**config.mk**
```make
export PLATFORM = sky130hd
export DESIGN_NAME = itcm_arbiter
export DESIGN_NICKNAME = d
export VERILOG_FILES = /design/src/rtl/itcm_arbiter.sv
export SDC_FILE = /design/constraint.sdc
export NUM_CORES = 1
export LEC_CHECK = 0
export BUFFER_PORTS_ARGS = -buffer_cell sky130_fd_sc_hd__clkbuf_2
export CORE_ASPECT_RATIO = 1.25
export CORE_MARGIN = 3
export CORE_UTILIZATION = 45
export DETAILED_ROUTE_END_ITERATION = 7
export GPL_TIMING_DRIVEN = 0
export HOLD_SLACK_MARGIN = 0.08
export PLACE_DENSITY = 0.87
export SYNTH_ARGS = -nofsm -noshare
export SYNTH_HDL_FRONTEND = slang
export SYNTH_SLANG_ARGS = --single-unit
```
**constraint.sdc**
```tcl
create_clock -name clk -period 2.8 [get_ports clk]
set_input_delay 0.56 -clock clk [delete_from_list [all_inputs] [get_ports clk]]
set_output_delay 0.56 -clock clk [all_outputs]
set_load 0.05 [all_outputs]
```
**src/rtl/itcm_arbiter.sv**
```systemverilog
// Two-requester (IFU fetch / LSU data) arbiter and sequencer for the single-port ITCM SRAM.
// Optional ITCM_ARB_RR_EN selects round-robin arbitration; the default is fixed priority, LSU over IFU.
module itcm_arbiter #(
  parameter int AW = 14,
  parameter int DW = 32
) (
  input  logic            clk,
  input  logic            rst_n,
  input  logic            ifu_req_valid,
  output logic            ifu_req_ready,
  input  logic [AW-1:0]   ifu_req_addr,
  output logic            ifu_rsp_valid,
  input  logic            ifu_rsp_ready,
  output logic [DW-1:0]   ifu_rsp_rdata,
  input  logic            lsu_req_valid,
  output logic            lsu_req_ready,
  input  logic [AW-1:0]   lsu_req_addr,
  input  logic            lsu_req_we,
  input  logic [DW/8-1:0] lsu_req_wem,
  input  logic [DW-1:0]   lsu_req_wdata,
  output logic            lsu_rsp_valid,
  input  logic            lsu_rsp_ready,
  output logic [DW-1:0]   lsu_rsp_rdata,
  output logic            sram_cs,
  output logic            sram_we,
  output logic [DW/8-1:0] sram_wem,
  output logic [AW-1:0]   sram_addr,
  output logic [DW-1:0]   sram_wdata,
  input  logic [DW-1:0]   sram_rdata
);

  typedef enum logic [1:0] {IDLE, ACCESS, HOLD} state_e;

  state_e        state_q, state_d;
  logic          owner_q, owner_d;        // 1 = LSU owns the in-flight access
  logic          owner_we_q, owner_we_d;
  logic [DW-1:0] buf_q, buf_d;

  logic          rsp_busy;
  logic          owner_rsp_ready;
  logic          free;
  logic          lsu_wins;
  logic          grant;
  logic [DW-1:0] rsp_data;

  assign rsp_busy        = (state_q != IDLE);
  assign owner_rsp_ready = owner_q ? lsu_rsp_ready : ifu_rsp_ready;
  // rst_n gates the grant so req_ready and sram_* read 0 for the whole reset window.
  assign free            = rst_n && (!rsp_busy || owner_rsp_ready);

`ifdef ITCM_ARB_RR_EN
  logic rr_last_q, rr_last_d;             // 1 = LSU was granted last

  assign lsu_wins  = lsu_req_valid && (!ifu_req_valid || !rr_last_q);
  assign rr_last_d = grant ? lsu_req_ready : rr_last_q;

  always_ff @(posedge clk or negedge rst_n) begin
    if (!rst_n) rr_last_q <= 1'b0;
    else        rr_last_q <= rr_last_d;
  end
`else
  assign lsu_wins = lsu_req_valid;
`endif

  assign lsu_req_ready = free && lsu_wins;
  assign ifu_req_ready = free && ifu_req_valid && !lsu_wins;
  assign grant         = lsu_req_ready || ifu_req_ready;

  always_comb begin
    // NOTE: every output gets a default first so no path through the block leaves a latch.
    rsp_data = '0;
    unique case (state_q)
      ACCESS:  rsp_data = owner_we_q ? '0 : sram_rdata;
      HOLD:    rsp_data = buf_q;
      default: rsp_data = '0;
    endcase
  end

  assign ifu_rsp_valid = rsp_busy && !owner_q;
  assign lsu_rsp_valid = rsp_busy && owner_q;
  assign ifu_rsp_rdata = ifu_rsp_valid ? rsp_data : '0;
  assign lsu_rsp_rdata = lsu_rsp_valid ? rsp_data : '0;

  always_comb begin
    sram_cs    = 1'b0;
    sram_we    = 1'b0;
    sram_wem   = '0;
    sram_addr  = '0;
    sram_wdata = '0;
    if (lsu_req_ready) begin
      sram_cs    = 1'b1;
      sram_we    = lsu_req_we;
      sram_wem   = lsu_req_we ? lsu_req_wem : '0;
      sram_addr  = lsu_req_addr;
      sram_wdata = lsu_req_we ? lsu_req_wdata : '0;
    end else if (ifu_req_ready) begin
      sram_cs    = 1'b1;
      sram_addr  = ifu_req_addr;
    end
  end

  always_comb begin
    state_d    = state_q;
    owner_d    = owner_q;
    owner_we_d = owner_we_q;
    buf_d      = buf_q;
    if (free) begin
      if (grant) begin
        state_d    = ACCESS;
        owner_d    = lsu_req_ready;
        owner_we_d = lsu_req_ready && lsu_req_we;
      end else begin
        state_d    = IDLE;
      end
    end else if (state_q == ACCESS) begin
      // The SRAM output is only valid for one cycle; park it until the owner accepts.
      state_d = HOLD;
      buf_d   = rsp_data;
    end
  end

  always_ff @(posedge clk or negedge rst_n) begin
    if (!rst_n) begin
      state_q    <= IDLE;
      owner_q    <= 1'b0;
      owner_we_q <= 1'b0;
      buf_q      <= '0;
    end else begin
      // NOTE: sequential state uses non-blocking assignments so all flops update from pre-edge values.
      state_q    <= state_d;
      owner_q    <= owner_d;
      owner_we_q <= owner_we_d;
      buf_q      <= buf_d;
    end
  end

endmodule

```
==> impl_results.md <==
* Nature of the critical path startpoint: register
* Post-detail-place hpwl at about 9.7 mm
* Yosys reg bits at 36
* Clock latency on the worst-skew pair at 300 ps
* Area growth from synthesis to layout at 45.31%
* Cell Area, Synth at approximately 3100 um2
* Cells taking the most area after synthesis: sky130_fd_sc_hd__dfrtp_1 (29%), sky130_fd_sc_hd__a32o_1 (9.9%), sky130_fd_sc_hd__nor2_1 (9.8%)
* DR pass1 iterations at 5
* Final critical-path share of the clock period at 0.9705
* Buffer levels on the longest clock path at 2
* Floorplan die area at between 8000 and 9000 um2
* Final routed DRC violation total at 0
* DRC marker count from the first detailed-route iteration at approximately 420
* Worst setup EP type: output pin
* Number of H-tree levels at 2
* Synthesized net count at about 510
* WS Path Type: reg2out
* Wirelength per Cell at 17.09 um
* Initial antenna violation count at 0
* # rows at 33
* Peak supply drop at 498.1 uV
* Sink count of the clock tree at 36
* Class of the tightest hold or removal check: in2async
* Worst slew margin relative to its limit at 0.6651
* TritonCTS clock tree: done
* # hold bufs at CTS at 0
* Antenna Cells at 0
* Outcome: finished, final reports clean
* Post-synthesis adder-cell area fraction at 0.01199
* Filler Cells Inserted at around 580
* Main combinational cell family by area after synthesis: compound AO/OA/AOI/OAI gates
* Aggregate routed wire length at 12.20 mm
* Post-synthesis cell type with the largest combined area: sky130_fd_sc_hd__dfrtp_1
* Post-synthesis share of cell area spent on xor and xnor gates at 0
* Count of final max-slew check failures at 0
* Fin. Hold Viols at 0
* Synth top area share at 0.2877
* Number of input and output port buffers inserted at ~220
* Synth Area in Simple Gates at 0.2213
* P per Cell Area at about 1000 nW/um2
* Count of unique library cells instantiated by Yosys at 26
* Final nets at between 700 and 800
* Post-synthesis compound-gate area fraction at 0.4007
* PnR worst setup slack at approximately 83 ps
* Reg clk slew, reported paths at approximately 80 ps
* Cell count after synthesis at 399
* PnR Total Power at around 4.6 mW
* Timing-limited maximum frequency at about 370 MHz
* Critical path data arrival time at ~2200 ps
* Count of final setup violators at 0
* Final clock skew at between 10 and 15 ps
* Vert. Die Dim at between 90 and 100 um
* Setup repair bufs after CTS at 0
* RD Place Congestion at 0.8885
* Number of global-route vias before repair at about 4000
* Setup repair after global routing missed its margin: false
* Horizontal die dimension at around 80 um
* Worst slack, placed at -514.0 ps
* Placed cells at 708
* Root Buffer: sky130_fd_sc_hd__clkbuf_8
* Fraction of final layout cells with drive strength greater than 1 at 0.4258
* Max Cap Viol at 0
* I/O pin total at about 220
* Number of nets with antenna violations after detailed routing at 0
* Maximum number of pins on one net before global-route repair at 39
* TritonCTS buffer count at 5
* Portion of the post-synthesis area used by sequential elements at 0.2877
* Starting density of the core at 0.4711
* Synth warnings at 0
* All-layer global routing usage at 0.2972
* Core area at 6648 um2
* Transition time at the pin with the least slew margin at ~500 ps
* Global route total overflow at 0
* Per-cell via count in the routed design at a little under 6
* Post-layout minimum cycle time at about 2700 ps
* Syn Area/Cell at roughly 7.8 um2
* Req. time, crit path at about 2200 ps
* Final standard cell count with taps included and fillers excluded at slightly above 700
* Leakage component of the power at around 2.3 nW
* Reg2Reg Setup Slack at between 800 and 900 ps
* Vias at around 4200
* Wire length of the first global-routing pass at approximately 19 mm
* Worst Path Max Fanout at 10
* Multiplexer area fraction after synthesis at 0.007990
Yosys cell counts:
cell / number
sky130_fd_sc_hd__a21boi_0: 31
sky130_fd_sc_hd__a21o_1: 1
sky130_fd_sc_hd__a22o_1: 32
sky130_fd_sc_hd__a22oi_1: 17
sky130_fd_sc_hd__a32o_1: 31
sky130_fd_sc_hd__and2_1: 37
sky130_fd_sc_hd__buf_1: 6
sky130_fd_sc_hd__buf_2: 14
sky130_fd_sc_hd__buf_6: 2
sky130_fd_sc_hd__clkbuf_1: 24
sky130_fd_sc_hd__dfrtp_1: 36
sky130_fd_sc_hd__ha_1: 3
sky130_fd_sc_hd__inv_1: 4
sky130_fd_sc_hd__mux2_4: 1
sky130_fd_sc_hd__mux2i_1: 1
sky130_fd_sc_hd__nand2_1: 33
sky130_fd_sc_hd__nand3_1: 1
sky130_fd_sc_hd__nor2_1: 82
sky130_fd_sc_hd__nor2b_1: 4
sky130_fd_sc_hd__o2111a_1: 1
sky130_fd_sc_hd__o211ai_1: 33
sky130_fd_sc_hd__o21a_1: 1
sky130_fd_sc_hd__o21ai_1: 1
sky130_fd_sc_hd__o221ai_1: 1
sky130_fd_sc_hd__o2bb2ai_1: 1
sky130_fd_sc_hd__o31ai_1: 1
stage by stage:
| step | cell area, um2 | utilization | hold slack, ps | TNS, ps |
|---|---|---|---|---|
| 2_1_floorplan | 3137 | - | 264.4 | -2811 |
| 3_3_place_gp | 4357 | 0.6554 | 462.0 | -8079 |
| 3_5_place_dp | 4357 | 0.6554 | 466.2 | -8301 |
| 4_1_cts | 4513 | 0.6789 | 175.0 | 0 |
| 5_1_grt | 4551 | 0.6845 | 175.9 | 0 |
| 6_report | 4551 | 0.6845 | 167.3 | 0 |
worst paths after layout:
path,startpoint,to,depth (start not counted)
max,state_q[1],ifu_rsp_rdata[26],8
min,rst_n,buf_q[12],1
max reg2reg,state_q[0],buf_q[19],6
min reg2reg,owner_we_q,owner_we_q,1
max in group asynchronous,rst_n,buf_q[8],1
min in group clk,owner_we_q,owner_we_q,1
report_power, final:
part	switching [mW]	internal [mW]
Sequential	0.198	0.775
Clock	0.198	0.314
Combinational	2.15	1.01
worst max-delay path: stages, from the launching register on:
cell and delay [ps]:
sky130_fd_sc_hd__dfrtp_1 370, sky130_fd_sc_hd__inv_1 70, sky130_fd_sc_hd__ha_2 210, sky130_fd_sc_hd__nor2b_1 130
sky130_fd_sc_hd__clkbuf_4 180, sky130_fd_sc_hd__clkbuf_4 200, sky130_fd_sc_hd__a21boi_0 390, sky130_fd_sc_hd__nor2_1 100
sky130_fd_sc_hd__clkbuf_4 230
layout make-up:
class	count	area (um2)	area share
multi-input combinational	313	2023	0.4446
timing repair buffer	222	1150	0.2527
sequential	36	900.9	0.1980
buffer	44	226.5	0.04977
tap	87	108.9	0.02392
clock buffer	7	96.34	0.02117
clock inverter	1	30.03	0.006599
inverter	4	15.01	0.003299
layout by cell type (no fill, tap or decap), drive strengths merged:
master   instances
inv              4
o2111a           1
clkbuf         231
buf             42
o2bb2ai          1
mux2             1
mux2i            1
nor2            82
a21boi          31
nand3            1
o211ai          33
nor2b            4
o221ai           1
a21o             1
bufinv           1
a32o            31
and2            37
o21a             1
nand2           33
a22o            32
a22oi           17
o21ai            1
dfrtp           36
ha               3
o31ai            1
layer usage:
layer / track usage / part of all wire / vias up
li1: - / - / 1922
met3: 0.09239 / 0.12 / 30
met2: 0.5255 / 0.51 / 267
met4: 0.09753 / 0.029 / 0
met5: 0 / 0 / -
met1: 0.3351 / 0.34 / 1946
kinds of logic after synthesis:
group           Yosys count
simple gates            157
compound gates          151
buf+inv                  50
flops                    36
fa+ha+maj                 3
mux                       2
state kept, by name, summed over array words and instances (netlist names):
register    cells
buf_q          32
owner_q         1
owner_we_q      1
state_q         2
repair_timing:
| action | CTS | global route |
|---|---|---|
| resized for setup | 20 | 49 |
| endpoints found under the hold margin | 0 | 0 |
| endpoints found under the setup margin | 110 | 69 |
(Power assumes the default switching activity.)
